[src/rtl/xof_squeeze_buf.sv]
// xof_squeeze_buf: holds SHAKE128 rate blocks and streams them as 64-bit words, byte 0 first.
// Define XOF_PREFETCH_EN to add a shadow block buffer so consecutive blocks stream without a bubble.
module xof_squeeze_buf #(
    parameter int unsigned RATE_BITS = 1344,
    parameter int unsigned WORD_BITS = 64
) (
    input  logic                 i_clk,
    input  logic                 i_rst,
    input  logic                 i_start,
    input  logic                 i_stop,
    output logic                 o_perm_req,
    input  logic [RATE_BITS-1:0] i_block,
    input  logic                 i_block_valid,
    output logic                 o_block_ready,
    output logic [WORD_BITS-1:0] o_bytes,
    output logic                 o_bytes_valid,
    input  logic                 i_bytes_ready,
    output logic                 o_busy,
    output logic [7:0]           o_blk_cnt
);
    localparam int unsigned NUM_WORDS  = RATE_BITS / WORD_BITS;
    localparam int unsigned WIDX_W     = $clog2(NUM_WORDS);
    localparam int unsigned WORD_BYTES = WORD_BITS / 8;
    localparam logic [WIDX_W-1:0] LAST_IDX = WIDX_W'(NUM_WORDS - 1);

    localparam logic [1:0] S_IDLE   = 2'd0;
    localparam logic [1:0] S_REQ    = 2'd1;
    localparam logic [1:0] S_WAIT   = 2'd2;
    localparam logic [1:0] S_STREAM = 2'd3;

    logic [1:0]           r_state;
    logic [WIDX_W-1:0]    r_widx;
    logic [RATE_BITS-1:0] r_buf;
    logic [7:0]           r_blk_cnt;
    logic [WORD_BITS-1:0] w_lane_word;
    logic                 w_hs;
    logic                 w_last;
    logic                 w_blk_acc;
    logic                 w_blk_ready;
    logic                 w_perm_req;

`ifdef XOF_PREFETCH_EN
    logic [RATE_BITS-1:0] r_shadow;
    logic                 r_shadow_full;
    logic                 r_pf_req;
    logic                 w_refill;
`endif

    assign w_hs   = (r_state == S_STREAM) && i_bytes_ready;
    assign w_last = (r_widx == LAST_IDX);

`ifdef XOF_PREFETCH_EN
    assign w_blk_ready = (r_state == S_WAIT) || ((r_state == S_STREAM) && !r_shadow_full);
    assign w_perm_req  = (r_state == S_REQ) || r_pf_req;
    // A block arriving on the last-word handshake goes straight to the active buffer.
    assign w_refill    = r_shadow_full || w_blk_acc;
`else
    assign w_blk_ready = (r_state == S_WAIT);
    assign w_perm_req  = (r_state == S_REQ);
`endif

    assign w_blk_acc = i_block_valid && w_blk_ready;

    always_comb begin
        w_lane_word = '0;
        for (int unsigned k = 0; k < NUM_WORDS; k++) begin
            if (r_widx == WIDX_W'(k)) begin
                w_lane_word = r_buf[k*WORD_BITS +: WORD_BITS];
            end
        end
    end

    // Lane order puts byte 0 in the low bits; the consumer wants it in the high bits.
    always_comb begin
        o_bytes = '0;
        if (r_state == S_STREAM) begin
            for (int unsigned b = 0; b < WORD_BYTES; b++) begin
                o_bytes[WORD_BITS-8-8*b +: 8] = w_lane_word[8*b +: 8];
            end
        end
    end

    assign o_perm_req    = w_perm_req;
    assign o_block_ready = w_blk_ready;
    assign o_bytes_valid = (r_state == S_STREAM);
    assign o_busy        = (r_state != S_IDLE);
    assign o_blk_cnt     = r_blk_cnt;

    always_ff @(posedge i_clk) begin
        if (i_rst) begin
            r_state   <= S_IDLE;
            r_widx    <= '0;
            r_blk_cnt <= '0;
`ifdef XOF_PREFETCH_EN
            r_shadow_full <= 1'b0;
            r_pf_req      <= 1'b0;
`endif
        end else if (i_stop) begin
            r_state <= S_IDLE;
`ifdef XOF_PREFETCH_EN
            r_shadow_full <= 1'b0;
            r_pf_req      <= 1'b0;
`endif
        end else begin
`ifdef XOF_PREFETCH_EN
            r_pf_req <= 1'b0;
`endif
            if (w_blk_acc && (r_blk_cnt != 8'hFF)) begin
                r_blk_cnt <= r_blk_cnt + 8'd1;
            end
            case (r_state)
                S_IDLE: begin
                    if (i_start) begin
                        r_state   <= S_REQ;
                        r_widx    <= '0;
                        r_blk_cnt <= '0;
                    end
                end
                S_REQ: r_state <= S_WAIT;
                S_WAIT: begin
                    if (i_block_valid) begin
                        r_widx  <= '0;
                        r_state <= S_STREAM;
`ifdef XOF_PREFETCH_EN
                        r_pf_req <= 1'b1;
`endif
                    end
                end
                S_STREAM: begin
                    if (w_hs && w_last) begin
                        r_widx <= '0;
`ifdef XOF_PREFETCH_EN
                        if (w_refill) begin
                            r_shadow_full <= 1'b0;
                            r_pf_req      <= 1'b1;
                        end else begin
                            r_state <= S_WAIT;
                        end
`else
                        r_state <= S_REQ;
`endif
                    end else begin
                        if (w_hs) begin
                            r_widx <= r_widx + 1'b1;
                        end
`ifdef XOF_PREFETCH_EN
                        if (w_blk_acc) begin
                            r_shadow_full <= 1'b1;
                        end
`endif
                    end
                end
                default: r_state <= S_IDLE;
            endcase
        end
    end

    always_ff @(posedge i_clk) begin
        if ((r_state == S_WAIT) && i_block_valid) begin
            r_buf <= i_block;
        end
`ifdef XOF_PREFETCH_EN
        if (r_state == S_STREAM) begin
            if (w_hs && w_last) begin
                if (r_shadow_full) begin
                    r_buf <= r_shadow;
                end else if (w_blk_acc) begin
                    r_buf <= i_block;
                end
            end else if (w_blk_acc) begin
                r_shadow <= i_block;
            end
        end
`endif
    end

endmodule

[config.mk]
export PLATFORM = sky130hd
export DESIGN_NAME = xof_squeeze_buf
export DESIGN_NICKNAME = d
export VERILOG_FILES = /design/src/rtl/xof_squeeze_buf.sv
export SDC_FILE = /design/constraint.sdc
export NUM_CORES = 2
export LEC_CHECK = 0
export CAP_MARGIN = 5
export CORE_AREA = 2 2 561 563
export DETAILED_ROUTE_END_ITERATION = 8
export DIE_AREA = 0 0 563 565
export PLACE_DENSITY = 0.42
export SYNTH_ARGS = -nofsm -noshare
export SYNTH_HDL_FRONTEND = slang
export SYNTH_SLANG_ARGS = --single-unit
[constraint.sdc]
create_clock -name i_clk -period 45.4 [get_ports i_clk]
set_input_delay 9.08 -clock i_clk [delete_from_list [all_inputs] [get_ports i_clk]]
set_output_delay 9.08 -clock i_clk [all_outputs]
set_load 0.1 [all_outputs]
==> flow_summary.toml <==
[setup_path]
crit_end = "o_bytes[17]"
cp_cell_sequence = "inv_1 -> ha_4 -> buf_4 -> buf_4 -> buf_4 -> a21oi_1 -> nor2_1 -> o2bb2ai_1 -> a221oi_2 -> o221ai_1 -> a31oi_1 -> clkdlybuf4s50_1"
critPathLaunchType = "flip-flop"
cp_top_family = "buffers and inverters"
cp-end-kind = "output pin"
max_stage_delay_ns = 1.23
regToRegSetupSlack_ns = 39.95
cp_num_cells = 12
path_common_cell = "buf_4"
reg2reg_to = "r_buf[0]"
critical_path.startpoint = "r_widx[0]"
crit_required_ns = 36.32
r2r_cells = 8
cp_num_buf_inv = 5
path_class = "flip-flop to output pin"
r2r-start = "r_state[0]"
slowest_stage = "clkdlybuf4s50_1"
arrival_ns = 7.27
path_max_fanout = 63

[synthesis]
yosys.cell_types.count = 95
ys.flop_type = "edfxtp_1"
syn_inst = 3877
synthesis.nets = 5238
ys_seq_elements = 1359
synth_compound_area_frac = 0.1707
async_flop_share = 0
synth_fa_ha_area_frac = 0.002473
synth_xor_area_frac = 0.0006294
ys_seq_area_frac = 0.7305
synth_area_leader_cell = "edfxtp_1"
synth_edf_count = 1344
synth.top_cell.area_share = 0.7251
netlist_area_um2 = 55660
syn_avg_cell_area_um2 = 14.36
yosys_warnings = 0
synth-simple-area-share = 0.06888
synth.area.top_cells = "edfxtp_1 73%, a21oi_1 3.5%, o21ai_0 2.6%, nor2_1 1.4%, o22ai_1 1.3%"
muxShareOfSynthArea = 0.001214
synth_top_family_by_area = "compound AO/OA/AOI/OAI gates"

[status]
status = "finished with violations"
failed_checks = "slew limit"

[timing]
slew_viol_final = 2
setup-tns-final_ns = 0
holdWs_ns = 0.5359
rsz0062_at_grt = "false"
period_minus_slack_ns = 16.35
hold_viol_final = 0
worst_slew_pin_slew_ns = 1.506
finClkSkew_ns = 0.03026
fmax_mhz = 61.16
setup_viol = 0
relSlewSlack = -0.003687
min_period_over_period = 0.3602

[clocking]
numCtsBuffers = 174
clk_pin_slew_ns = 0.06
clock_latency_ns = 0.85
post_cts_resized = 0
cts_hold_buffers = 0
clock-sinks = 1359
tritoncts = "yes"
htreeDepth = 4
clockBufferDepth = 4
postCtsSetupRepairBufs = 0
cts_root_buf = "clkbuf_16"

[power]
power_density_nw_per_um2 = 36.26
peakVddDrop_v = 0.00004188
cellLeakagePower_uw = 0.02529

[routing]
top_layer_used = "met5"
route.met3.wl_um = 29800
wl_met2_um = 193300
wirelength_um = 395300
firstDrtPassIters = 6
remaining_drc_errors = 0
wl_per_cell_um = 40.85
viasPerCell = 4.715
drtIter0Drc = 5641
drtAntennaViolNets = 0
vias = 45621
wl_met1_um = 150800

[placement]
numPortBuffers = 1425
gp_congestion = 0.8901
hpwl_um = 309600

[floorplanning]
die_area_um2 = 318100
start_util = 0.1787
fp.dieH_um = 565
pin_count = 1426
rows = 205
coreArea_um2 = 311400
die_w_um = 563

[grt]
grt_max_degree = 164
track_usage = 0.2381
antenna_found_initial = 209
grt_pass1_vias = 45474
grt_pass1_wl_um = 490800
grt_remaining_overflow = 0

[run]
max_cap_viol_count = 0

[finish]
finalNetCount = 6654
area_growth_pct = 45.79
layout-drive-gt1-share = 0.1036
fillers = 32224

[hold_path]
hold_class = "flip-flop to flip-flop"
cell usage after synthesis (all sizes together) (9+ instances only):
library cell	number
a2111oi	10
a211o	12
a211oi	74
a21o	12
a21oi	388
a221o	18
a221oi	81
a22o	9
a22oi	51
a31oi	25
a32o	15
a32oi	9
and3	58
buf	131
clkbuf	186
dfxtp	15
edfxtp	1344
ha	11
inv	16
nand2	133
nand2b	29
nand3	73
nand4	16
nand4bb	9
nor2	204
nor2b	47
nor3	42
nor4	11
o2111ai	21
o211ai	28
o21a	35
o21ai	308
o221a	9
o221ai	79
o22a	18
o22ai	114
o2bb2ai	50
o311ai	21
o31ai	12
or3	27
or3b	20
flip-flops by register name, indices dropped and copies added (netlist names):
| register | cells |
|---|---|
| r_widx | 5 |
| o_blk_cnt | 8 |
| r_state | 2 |
| r_buf | 1344 |
worst register-to-register path, cell delays in order, from the launching register on:
cell and delay (ns):
dfxtp_1 0.37, inv_1 0.10, ha_1 0.20, nand2_1 0.20
inv_8 0.55, buf_12 0.72, buf_4 0.97, buf_4 0.98
buf_4 0.92
placed cells by master, fill, tap and decap left out, types with 13 or more instances in the layout:
cell type           n
a211oi_1           68
a21oi_1           385
a221o_1            18
a221oi_1           70
a22oi_1            51
a31oi_1            25
a32o_1             15
and3_1             58
buf_4             159
clkbuf_1           31
clkbuf_16         177
clkdlybuf4s50_1  1393
clkinv_1           31
clkinv_2           33
diode_2           100
edfxtp_1         1344
inv_6              13
nand2_1           128
nand2b_1           28
nand3_1            73
nand4_1            16
nor2_1            198
nor2b_1            46
nor3_1             32
o2111ai_1          21
o211ai_1           28
o21a_1             35
o21ai_0           292
o21ai_1            13
o221ai_1           79
o22a_1             18
o22ai_1           114
o2bb2ai_1          50
o311ai_1           21
or3_1              26
power breakdown:
group,leakage [µW],internal [µW],total [µW],switching (µW)
logic,0.0104,105,157,52.4
clock network,0.00269,788,1390,601
registers,0.0122,1390,1400,5.65
total,0.0253,2280,2940,659
metal layers:
layer,global-route usage,vias to the layer above
met5,0,-
met4,0.1191,94
met3,0.05703,681
met2,0.4077,2829
met1,0.2773,23314
li1,-,18703
worst min path at each step:
| stage | depth (start not counted) | endpoint | slack (ns) | startpoint |
|---|---|---|---|---|
| 4_1_cts | 2 | o_blk_cnt[1] | 0.53 | o_blk_cnt[1] |
| 3_3_place_gp | 2 | o_blk_cnt[1] | 0.52 | o_blk_cnt[1] |
| 3_5_place_dp | 2 | o_blk_cnt[1] | 0.52 | o_blk_cnt[1] |
| 2_1_floorplan | 2 | r_widx[1] | 0.49 | r_widx[1] |
| 6_report | 2 | o_blk_cnt[1] | 0.54 | o_blk_cnt[1] |
| 5_1_grt | 2 | o_blk_cnt[1] | 0.55 | o_blk_cnt[1] |
layout make-up:
cell class                      instances  area, µm²  share of cell area
Antenna cell                          100      250.2            0.003084
Clock buffer                          208       4546             0.05602
Clock inverter                        110      982.2             0.01210
Inverter                               17      82.58            0.001018
Multi-Input combinational cell       2184      14220              0.1753
Sequential cell                      1359      40670              0.5012
Tap cell                             4140       5180             0.06384
Timing Repair Buffer                 1557      15210              0.1875
stage by stage:
step                std cells  power (µW)  cell area [µm²]  utilization  worst slack (ns)
CTS                      9575        2977            80900       0.2598             28.79
detailed placement       9257        1579            75370       0.2420             29.73
finish                   9675        2942            81150       0.2606             29.05
global placement         9254        1580            75340       0.2420             29.59
global route             9616        3023            81000       0.2601             28.80
floorplan                3877        1446            55660            -             8.705
cell families (layout without fill, tap and decap cells):
| kind of cell | count (synthesis) | count (layout) |
|---|---|---|
| AOI/OAI and AO/OA | 1441 | 1441 |
| DFF | 1359 | 1359 |
| and+or+nand+nor | 722 | 722 |
| buffers and inverters | 334 | 1892 |
| adders and majority gates | 11 | 11 |
| muxes | 6 | 6 |
| xor gates and xnor gates | 4 | 4 |
| other | 0 | 100 |
Note: power is estimated with default switching activity, not from simulation.
==> edit, RTL diff (config.mk and constraints unchanged) <==
`WORD_BITS`: 64 -> 32.
--- a/src/rtl/xof_squeeze_buf.sv
+++ b/src/rtl/xof_squeeze_buf.sv
@@ -3,5 +3,5 @@
 module xof_squeeze_buf #(
     parameter int unsigned RATE_BITS = 1344,
-    parameter int unsigned WORD_BITS = 64
+    parameter int unsigned WORD_BITS = 32
 ) (
     input  logic                 i_clk,
Interface: changed (resized o_bytes); port bits go from 1426 to 1394. No check against the original RTL was run, so the function may have changed too.
==> edit against the original RTL <==
- die area is the same
- wire length grew 2.6%
- hold slack gained 0.0050 ns
- sequential cell count grew 1
- design area shrank 2.5%
- setup slack lost 0.085 ns
- synthesized area shrank 4.3%
- power grew 1.0%
- critical endpoint is now o_bytes[27]
==> edit: results (changes against the original RTL) <==
GRT
  • Grt met2 use: 0.379 (-0.0287)
  • Initial antenna violation count: 307 (+47%)
  • Largest net degree at the start of global routing: 190 (+16%)
  • Met1 Resource Use GR: 0.316 (+0.0388)
  • Overall Global Routing Usage: 0.245 (+0.00654)
  • Vias in the first global route: 43.0k (-5.5%)
  • Global-route wire length before repair: 495,000 um (+0.84%)

Power and ir drop
  • Leakage Power: 25.2 nW (-0.37%)
  • Net Switching: 0.000654 W (-0.83%)
  • Gate power share: 0.050 (-0.003)

Setup path
  • Max incr delay on CP: 1.28 ns (+0.05 ns)
  • Worst Path Arrival: 7.36 ns (+0.09 ns)
  • Cell family with most CP delay: compound AO/OA/AOI/OAI gates

Detailed routing
  • Routed met1 length: 168,000 um (+11%)
  • Via count: 44.2k (-3.2%)
  • Met2 Wirelength: 179,000 um (-7.2%)
  • Drt wl/cell: 43.3 um (+6.0%)

Timing
  • Clock Skew: 0.0903 ns (+0.0600 ns)
  • Worst Tran Pin Value: 1.49 ns (-0.0143 ns)

Yosys
  • Syn_area_per_cell: 15.6 um2 (+8.7%)
  • XOR/XNOR Fraction of Synth Area: 0.00132 (+0.000686)
  • Synth top cells by count: edfxtp_1 (1,344), nor2_1 (216), nand2_1 (212)
  • Synthesized net count: 4,773 (-8.9%)
  • Post-synth cell types: 98 (+3.2%)

Layout
  • Fillers: 32.5k (+0.87%)
  • Nets: 6,345 (-4.6%)
  • Final Non-Filler Cells: 9,359 (-3.3%)
  • Fraction of layout cells with a size suffix above 1: 0.115 (+0.0118)

Placed design
  • GPL Wtd Cong: 0.928 (+4.3%)
  • Dpl cell area: 73,200 um2 (-2.9%)
  • Placed insts: 8,949 (-3.3%)

Outcome
  • Status: complete, no violations

Clock tree
  • Clock Latency Late Sink: 0.90 ns (+0.05 ns)
-- edit: worst paths after layout --
kind / slack (ns) / cells past startpoint / from / endpoint
max: 28.96 / 13 / r_widx[0]$_SDFFE_PP0P_ / o_bytes[27]
min: 0.54 / 2 / o_blk_cnt[1]$_SDFFE_PP0N_ / o_blk_cnt[1]$_SDFFE_PP0N_
max reg2reg: 40.00 / 8 / r_state[0]$_SDFFE_PP0P_ / r_buf[787]$_DFFE_PP_
min reg2reg: 0.54 / 2 / o_blk_cnt[1]$_SDFFE_PP0N_ / o_blk_cnt[1]$_SDFFE_PP0N_
-- edit: layout make-up --
| type | instances | area, um2 | area share |
|---|---|---|---|
| inverters | 13 | 56.3 | 0.000711 |
| clock buffers | 208 | 4520 | 0.0572 |
| well taps | 4140 | 5180 | 0.0655 |
| multi-input cells | 1841 | 11900 | 0.150 |
| repair buffers | 1595 | 15400 | 0.195 |
| clock inverters | 105 | 1180 | 0.0149 |
| diodes | 97 | 243 | 0.00307 |
| flip-flops and latches | 1360 | 40700 | 0.514 |
